File: config.mk
export PLATFORM = sky130hd
export DESIGN_NAME = hazard_unit_mc
export DESIGN_NICKNAME = d
export VERILOG_FILES = /design/src/rtl/hazard_pkg.sv /design/src/rtl/md_busy_counter.sv /design/src/rtl/hazard_unit_mc.sv
export SDC_FILE = /design/constraint.sdc
export NUM_CORES = 1
export LEC_CHECK = 0
export CAP_MARGIN = 15
export CORE_ASPECT_RATIO = 0.8
export CORE_MARGIN = 5
export CORE_UTILIZATION = 36
export DETAILED_ROUTE_END_ITERATION = 10
export PLACE_DENSITY = 0.83
export SLEW_MARGIN = 20
export SYNTH_ARGS = -nofsm -noshare
export SYNTH_HDL_FRONTEND = slang
export SYNTH_HIERARCHICAL = 1
export SYNTH_SLANG_ARGS = --single-unit
File: constraint.sdc
create_clock -name clk -period 2.4 [get_ports clk]
set_input_delay 0.48 -clock clk [delete_from_list [all_inputs] [get_ports clk]]
set_output_delay 0.48 -clock clk [all_outputs]
set_load 0.02 [all_outputs]
File: src/rtl/hazard_pkg.sv
// Shared constants and helpers for the multi-cycle hazard unit.
// Optional performance counters are enabled with the HAZARD_PERF_EN macro.
package hazard_pkg;

    localparam int REGW_DEF = 5;

    localparam logic [1:0] FWD_REG = 2'b00;
    localparam logic [1:0] FWD_WB  = 2'b01;
    localparam logic [1:0] FWD_MEM = 2'b10;

    // M stage wins over W because it holds the younger result.
    function automatic logic [1:0] fwd_sel(input logic hit_m, input logic hit_w);
        if (hit_m) begin
            return FWD_MEM;
        end else if (hit_w) begin
            return FWD_WB;
        end
        return FWD_REG;
    endfunction

    function automatic logic [31:0] sat_inc32(input logic [31:0] v);
        if (v == 32'hFFFF_FFFF) begin
            return v;
        end
        return v + 32'd1;
    endfunction

endpackage

File: src/rtl/md_busy_counter.sv
// Occupancy timer for the multi-cycle multiply/divide unit.
// A start pulse is accepted only while idle; later starts are ignored until it drains.
module md_busy_counter #(
    parameter int LATENCY = 32
) (
    input  logic clk,
    input  logic reset,
    input  logic start,
    output logic busy
);

    localparam logic [7:0] LAT8 = LATENCY[7:0];

    logic [7:0] cnt_q;
    logic [7:0] cnt_d;

    always_comb begin
        cnt_d = cnt_q;
        if (cnt_q != 8'd0) begin
            cnt_d = cnt_q - 8'd1;
        end else if (start) begin
            cnt_d = LAT8;
        end
    end

    always_ff @(posedge clk or posedge reset) begin
        if (reset) begin
            cnt_q <= 8'd0;
        end else begin
            cnt_q <= cnt_d;
        end
    end

    assign busy = (cnt_q != 8'd0);

endmodule

File: src/rtl/hazard_unit_mc.sv
// Pipeline hazard unit: forwarding selects, load-use/branch/mult-div stalls, flushes.
// Define HAZARD_PERF_EN to build the saturating stall/flush performance counters.
module hazard_unit_mc
    import hazard_pkg::*;
#(
    parameter int REGW       = REGW_DEF,
    parameter int MD_LATENCY = 32
) (
    input  logic            clk,
    input  logic            reset,
    input  logic            branchD,
    input  logic            memtoregE,
    input  logic            regwriteE,
    input  logic            memtoregM,
    input  logic            regwriteM,
    input  logic            regwriteW,
    input  logic [REGW-1:0] rsD,
    input  logic [REGW-1:0] rtD,
    input  logic [REGW-1:0] rsE,
    input  logic [REGW-1:0] rtE,
    input  logic [REGW-1:0] writeregE,
    input  logic [REGW-1:0] writeregM,
    input  logic [REGW-1:0] writeregW,
    input  logic            branchCorrectE,
    input  logic            mdstartE,
    input  logic            mdopD,
    output logic            stallF,
    output logic            stallD,
    output logic            flushE,
    output logic            forwardAD,
    output logic            forwardBD,
    output logic [1:0]      forwardAE,
    output logic [1:0]      forwardBE,
    output logic            mdbusy,
    output logic [31:0]     stallcnt,
    output logic [31:0]     flushcnt
);

    logic md_busy;
    logic lwstall;
    logic branchstall;
    logic mdstall;
    logic stall_any;
    logic flush_any;

    md_busy_counter #(
        .LATENCY(MD_LATENCY)
    ) u_md_busy (
        .clk  (clk),
        .reset(reset),
        .start(mdstartE),
        .busy (md_busy)
    );

    always_comb begin
        forwardAE = fwd_sel((rsE != '0) && (rsE == writeregM) && regwriteM,
                            (rsE != '0) && (rsE == writeregW) && regwriteW);
        forwardBE = fwd_sel((rtE != '0) && (rtE == writeregM) && regwriteM,
                            (rtE != '0) && (rtE == writeregW) && regwriteW);
        forwardAD = (rsD != '0) && (rsD == writeregM) && regwriteM;
        forwardBD = (rtD != '0) && (rtD == writeregM) && regwriteM;
    end

    always_comb begin
        lwstall = memtoregE && (rtE != '0) && ((rsD == rtE) || (rtD == rtE));

        branchstall = branchD &&
            ((regwriteE && (writeregE != '0) &&
              ((writeregE == rsD) || (writeregE == rtD))) ||
             (memtoregM && (writeregM != '0) &&
              ((writeregM == rsD) || (writeregM == rtD))));

        // Gated by reset so a start pending on the input cannot hold decode during reset.
        mdstall = mdopD && (mdstartE || md_busy) && !reset;

        stall_any = lwstall || branchstall || mdstall;
        flush_any = stall_any || branchCorrectE;
    end

    assign stallF = stall_any;
    assign stallD = stall_any;
    assign flushE = flush_any;
    assign mdbusy = md_busy;

`ifdef HAZARD_PERF_EN
    logic [31:0] stallcnt_q;
    logic [31:0] stallcnt_d;
    logic [31:0] flushcnt_q;
    logic [31:0] flushcnt_d;

    always_comb begin
        stallcnt_d = stallcnt_q;
        flushcnt_d = flushcnt_q;
        if (stall_any) begin
            stallcnt_d = sat_inc32(stallcnt_q);
        end
        if (flush_any) begin
            flushcnt_d = sat_inc32(flushcnt_q);
        end
    end

    always_ff @(posedge clk or posedge reset) begin
        if (reset) begin
            stallcnt_q <= 32'd0;
            flushcnt_q <= 32'd0;
        end else begin
            stallcnt_q <= stallcnt_d;
            flushcnt_q <= flushcnt_d;
        end
    end

    assign stallcnt = stallcnt_q;
    assign flushcnt = flushcnt_q;
`else
    assign stallcnt = 32'd0;
    assign flushcnt = 32'd0;
`endif

endmodule

After elaboration in Yosys (flattened, before gate mapping)
Index checks and enable logic that the tools add are counted.
{ "totals": {"reg_bits": 8, "inputBits": 46, "output_inout_bits": 74, "word_cells": 64} }
{ "classes": {"add_sub_neg": 1, "eq_ne": 12, "mux": 12, "n_reduce_logical": 38} }
{ "op_table": {"columns": ["operator", "count"], "rows": [
  ["$eq A5 B5 Y1", 12],
  ["$reduce_bool A5 Y1", 6],
  ["$logic_and A1 B1 Y1", 21],
  ["$mux W8", 2],
  ["$mux W2", 6],
  ["$logic_or A1 B1 Y1", 8],
  ["$reduce_bool A8 Y1", 1],
  ["$sub A8 B1 Y8 const B", 1],
  ["$mux W1", 4],
  ["$reduce_bool A2 Y1", 1],
  ["$logic_not A1 Y1", 1]
]} }

Longest topological paths before layout
{ "logic_depth": {"word_depth": 8, "depth_mapped": 9, "depth_no_buf": 8} }

Hierarchy
Netlist, hierarchy kept.
{ "modules_own_cells": {"columns": ["module", "instances", "cells_each", "area_each_um2", "seq_area_each_um2"], "rows": [
  ["hazard_unit_mc", 1, 170, 1265.0, 0.0],
  ["md_busy_counter", 1, 41, 432.9, 200.2]
]} }

Worst setup path after synthesis
Ideal clock, no wire load.
{ "synth_timing": {"path_kind": "register -> output", "startpoint": "register u_md_busy.cnt_q[0]", "endpoint": "output port stallF", "arrival_ns": 2.011, "required_ns": 1.920, "setup_slack_ns": -0.091, "path_stages_with_launch": 10, "path_buffers": 1, "cell_sequence": "dfrtp_1 > inv_1 > ha_1 > nor4b_4 > nand2_1 > nor2_1 > nor3b_1 > inv_1 > nand4_1 > buf_4"} }
{ "synth_between": {"elab_chain_len": 5} }
{ "synth_rtl": {"columns": ["item", "line", "rtl"], "rows": [
  ["start: declaration", "md_busy_counter.sv:14", "logic [7:0] cnt_q;"],
  ["start signal: assignment", "md_busy_counter.sv:30", "cnt_q <= cnt_d;"],
  ["$reduce_bool A8 Y1", "md_busy_counter.sv:34", "assign busy = (cnt_q != 8'd0);"],
  ["net mdbusy", "hazard_unit_mc.sv:34", "output logic mdbusy,"],
  ["$logic_or A1 B1 Y1", "hazard_unit_mc.sv:74", "mdstall = mdopD && (mdstartE || md_busy) && !reset;"],
  ["$logic_and A1 B1 Y1 (2 in series)", "hazard_unit_mc.sv:74", null],
  ["$logic_or A1 B1 Y1", "hazard_unit_mc.sv:76", "stall_any = lwstall || branchstall || mdstall;"],
  ["end: declaration", "hazard_unit_mc.sv:27", "output logic stallF,"]
]} }
The timed path passes the listed nets, and every way through them passes these cells.

Worst setup path after layout
{ "layout_timing": {"startpoint": "input port rsD[0]", "endpoint": "output port forwardAD"} }
{ "layout_between": {"elab_chain_len": 3, "word_cells_on_any_way": 4, "cone_classes": "1 x eq/ne; 3 x reduce/logical"} }
{ "layout_rtl": {"columns": ["item", "line", "rtl"], "rows": [
  ["start: declaration", "hazard_unit_mc.sv:17", "input logic [REGW-1:0] rsD,"],
  ["$eq A5 B5 Y1 or $reduce_bool A5 Y1 (tied branches)", "hazard_unit_mc.sv:60", "forwardAD = (rsD != '0) && (rsD == writeregM) && regwriteM;"],
  ["$logic_and A1 B1 Y1 (*) (2 in series)", "hazard_unit_mc.sv:60", null],
  ["end: declaration", "hazard_unit_mc.sv:30", "output logic forwardAD,"]
]} }
Every way passes the cells marked *; elsewhere a longest branch is shown, timed or not.

==> results.cfg <==
[power]
power.density_nw_per_um2 = 464
total_power_w = 0.00116
peakVddDrop_mv = 0.651
p_leak_nw = 1.13

[floorplan]
top_level_ports = 120
row_count = 22
core_um2 = 4570
initial_utilization = 0.372
die_area_um2 = 6200
fp.dieW_um = 86.8
die_y_um = 71.4

[finish]
regMostFlops = u_md_busy/cnt_q
largest_register_ff_count = 8
area_growth_pct = 46.9
drive_gt1_frac = 0.292
nets = 350
top_regs = u_md_busy/cnt_q: 8 flops
layout_common_cells = conb_1 (64), buf_4 (45), xnor2_1 (36)
num_antenna_cells = 0
layout_commonest_cell = conb_1

[synthesis]
ys_types = 38
synth_top_area_share = 0.287
synth_ff_type = dfrtp_1
netlist_instances = 211
yosys_warnings = 6
ys_ff_latch = 8
synth_enable_flop_cells = 0
avgSynthCellArea_um2 = 8.05
async_reset_ff_frac = 1.00
yosys.area.top_type = buf_4
yosysSeqAreaShare = 0.118
synthesis.area_um2 = 1700
yosys-top-cells-area = buf_4 (29%), xnor2_1 (20%), dfrtp_1 (12%), xor2_1 (6.7%), nand4_1 (2.2%)

[place]
port_buffers = 55
gp_congestion = 0.879
dp_slack_ns = -0.709
place_hpwl_um = 4070

[setup_path]
crit_path_end_kind = primary output
critPathKind = in -> out
critPathArrivalTime_ns = 1.87
cp_max_fo = 3
start_kind = primary input
path_buf_inv = 3
required_ns = 1.92
cp_cell_sequence = dlygate4sd2_1, buf_4, or3_1, o311a_1, clkdlybuf4s15_2
critPathSlowestCell = or3_1
critical-path-top-delay-family = buffers and inverters
slowest_delay_ns = 0.37

[timing]
fmax_mhz = 426
fin_setup_tns_ns = 0
setup_viol = 0
fin_ws_ns = 0.0507
maxSlewViolCount = 0
rsz0062_at_grt = true
clock_skew_ns = 0.00138
fin_crit_sh = 0.979
fin_crit_ns = 2.35
worstMarginPinSlew_ns = 0.515
slew_headroom = 0.648
finalHoldViolations = 0

[global_routing]
grt_start_max_net_pins = 9
grt-ovfl-total = 0
grt_pass1_vias = 1517
track_usage = 0.148
grt_pass1_wl_um = 7380
antenna_found_initial = 0

[cts]
cts_buffers = 3
cts_tree = yes
root_buffer = clkbuf_8
clockBufferDepth = 2
htreeDepth = 1
cts.sinks = 8
path_clk_slew_ns = 0.04
hold_buffers = 0
clk_latency_ns = 0.23

[min_path]
hold_class = in -> async

[route]
met3_length_um = 400
met2_length_um = 2360
dr.max_layer_used = met4
dr_total_vias = 1535
vias_per_cell = 4.25
m1WireLength_um = 1980
drt-wirelength-per-cell_um = 13.4
firstDrtPassIters = 4
routed_wl_um = 4820
ant_nets = 0
route.detailed.drc = 0
drtIter0Drc = 96

[run_status]
status = finished clean

[job]
maxCapViolations = 0
==> cell type report <==
| cell class | count | area (µm²) |
|---|---|---|
| Sequential cell | 8 | 200 |
| Timing Repair Buffer | 99 | 842 |
| Fill cell | 416 | 2080 |
| Inverter | 5 | 18.8 |
| Clock buffer | 3 | 41.3 |
| Multi-Input combinational cell | 186 | 1320 |
| Tap cell | 60 | 75.1 |
==> cells by family (layout without fill, tap and decap cells) <==
logic type               Yosys count  after routing  synth area share
AO/OA/AOI/OAI                     12             12            0.0575
XOR/XNOR                          51             51             0.263
adder cells (fa/ha/maj)            1              1           0.00737
buffers and inverters             80            107             0.332
flip-flops                         8              8             0.118
multiplexers                       5              5            0.0317
other                              1             64           0.00221
AND/OR/NAND/NOR                   53             53             0.188
==> per-layer routing <==
layer | up-vias | track usage
met5 | - | 0
met4 | 0 | 0.0433
met3 | 8 | 0.0310
met2 | 73 | 0.238
met1 | 696 | 0.198
li1 | 758 | -
==> worst register-to-register path: stages (launching register included) <==
cell and delay, ns:
dfrtp_1 0.33, inv_1 0.05, ha_1 0.20, nor4b_4 0.14, buf_4 0.17, a2111oi_0 0.49, xor2_1 0.14
==> worst paths after layout <==
path / depth (start not counted) / from / slack [ns] / end
max: 5 / rsD[0] / 0.05 / forwardAD
min: 2 / reset / 0.53 / u_md_busy/cnt_q[7]$_DFFE_PP0P_
max reg2reg: 6 / u_md_busy/cnt_q[0]$_DFFE_PP0P_ / 0.73 / u_md_busy/cnt_q[3]$_DFFE_PP0P_
min reg2reg: 1 / u_md_busy/cnt_q[7]$_DFFE_PP0P_ / 0.57 / u_md_busy/cnt_q[6]$_DFFE_PP0P_
max in group asynchronous: 2 / reset / 1.63 / u_md_busy/cnt_q[2]$_DFFE_PP0P_
min in group clk: 1 / u_md_busy/cnt_q[7]$_DFFE_PP0P_ / 0.57 / u_md_busy/cnt_q[6]$_DFFE_PP0P_
==> Yosys cell counts (3+ instances only) <==
cell type	number
clkbuf_1	6
nand4_1	6
inv_1	5
or4_1	3
xor2_1	13
dfrtp_1	8
xnor2_1	38
mux2_2	3
nor2_1	9
nand2_1	7
buf_4	65
nor3_1	7
nand3_1	7
or3_1	3
==> metrics by stage <==
stage	cells	utilization	instance area [µm²]	hold WS (ns)
after global routing	361	0.546	2490	0.546
after global placement	356	0.513	2340	0.538
final	361	0.546	2490	0.535
after CTS	360	0.536	2450	0.542
after floorplan	274	-	1950	0.296
after detailed placement	356	0.513	2340	0.560
==> repair_timing <==
item	in CTS	in global routing
setup buffers	1	1
pin swaps	14	12
setup endpoints to repair	9	7
gates resized for setup	92	16
==> report_power, final <==
part	internal (W)	switching, W
clock network	0.000109	0.0000598
registers	0.000205	0.0000724
logic	0.000338	0.000371
(Power assumes the default switching activity.)
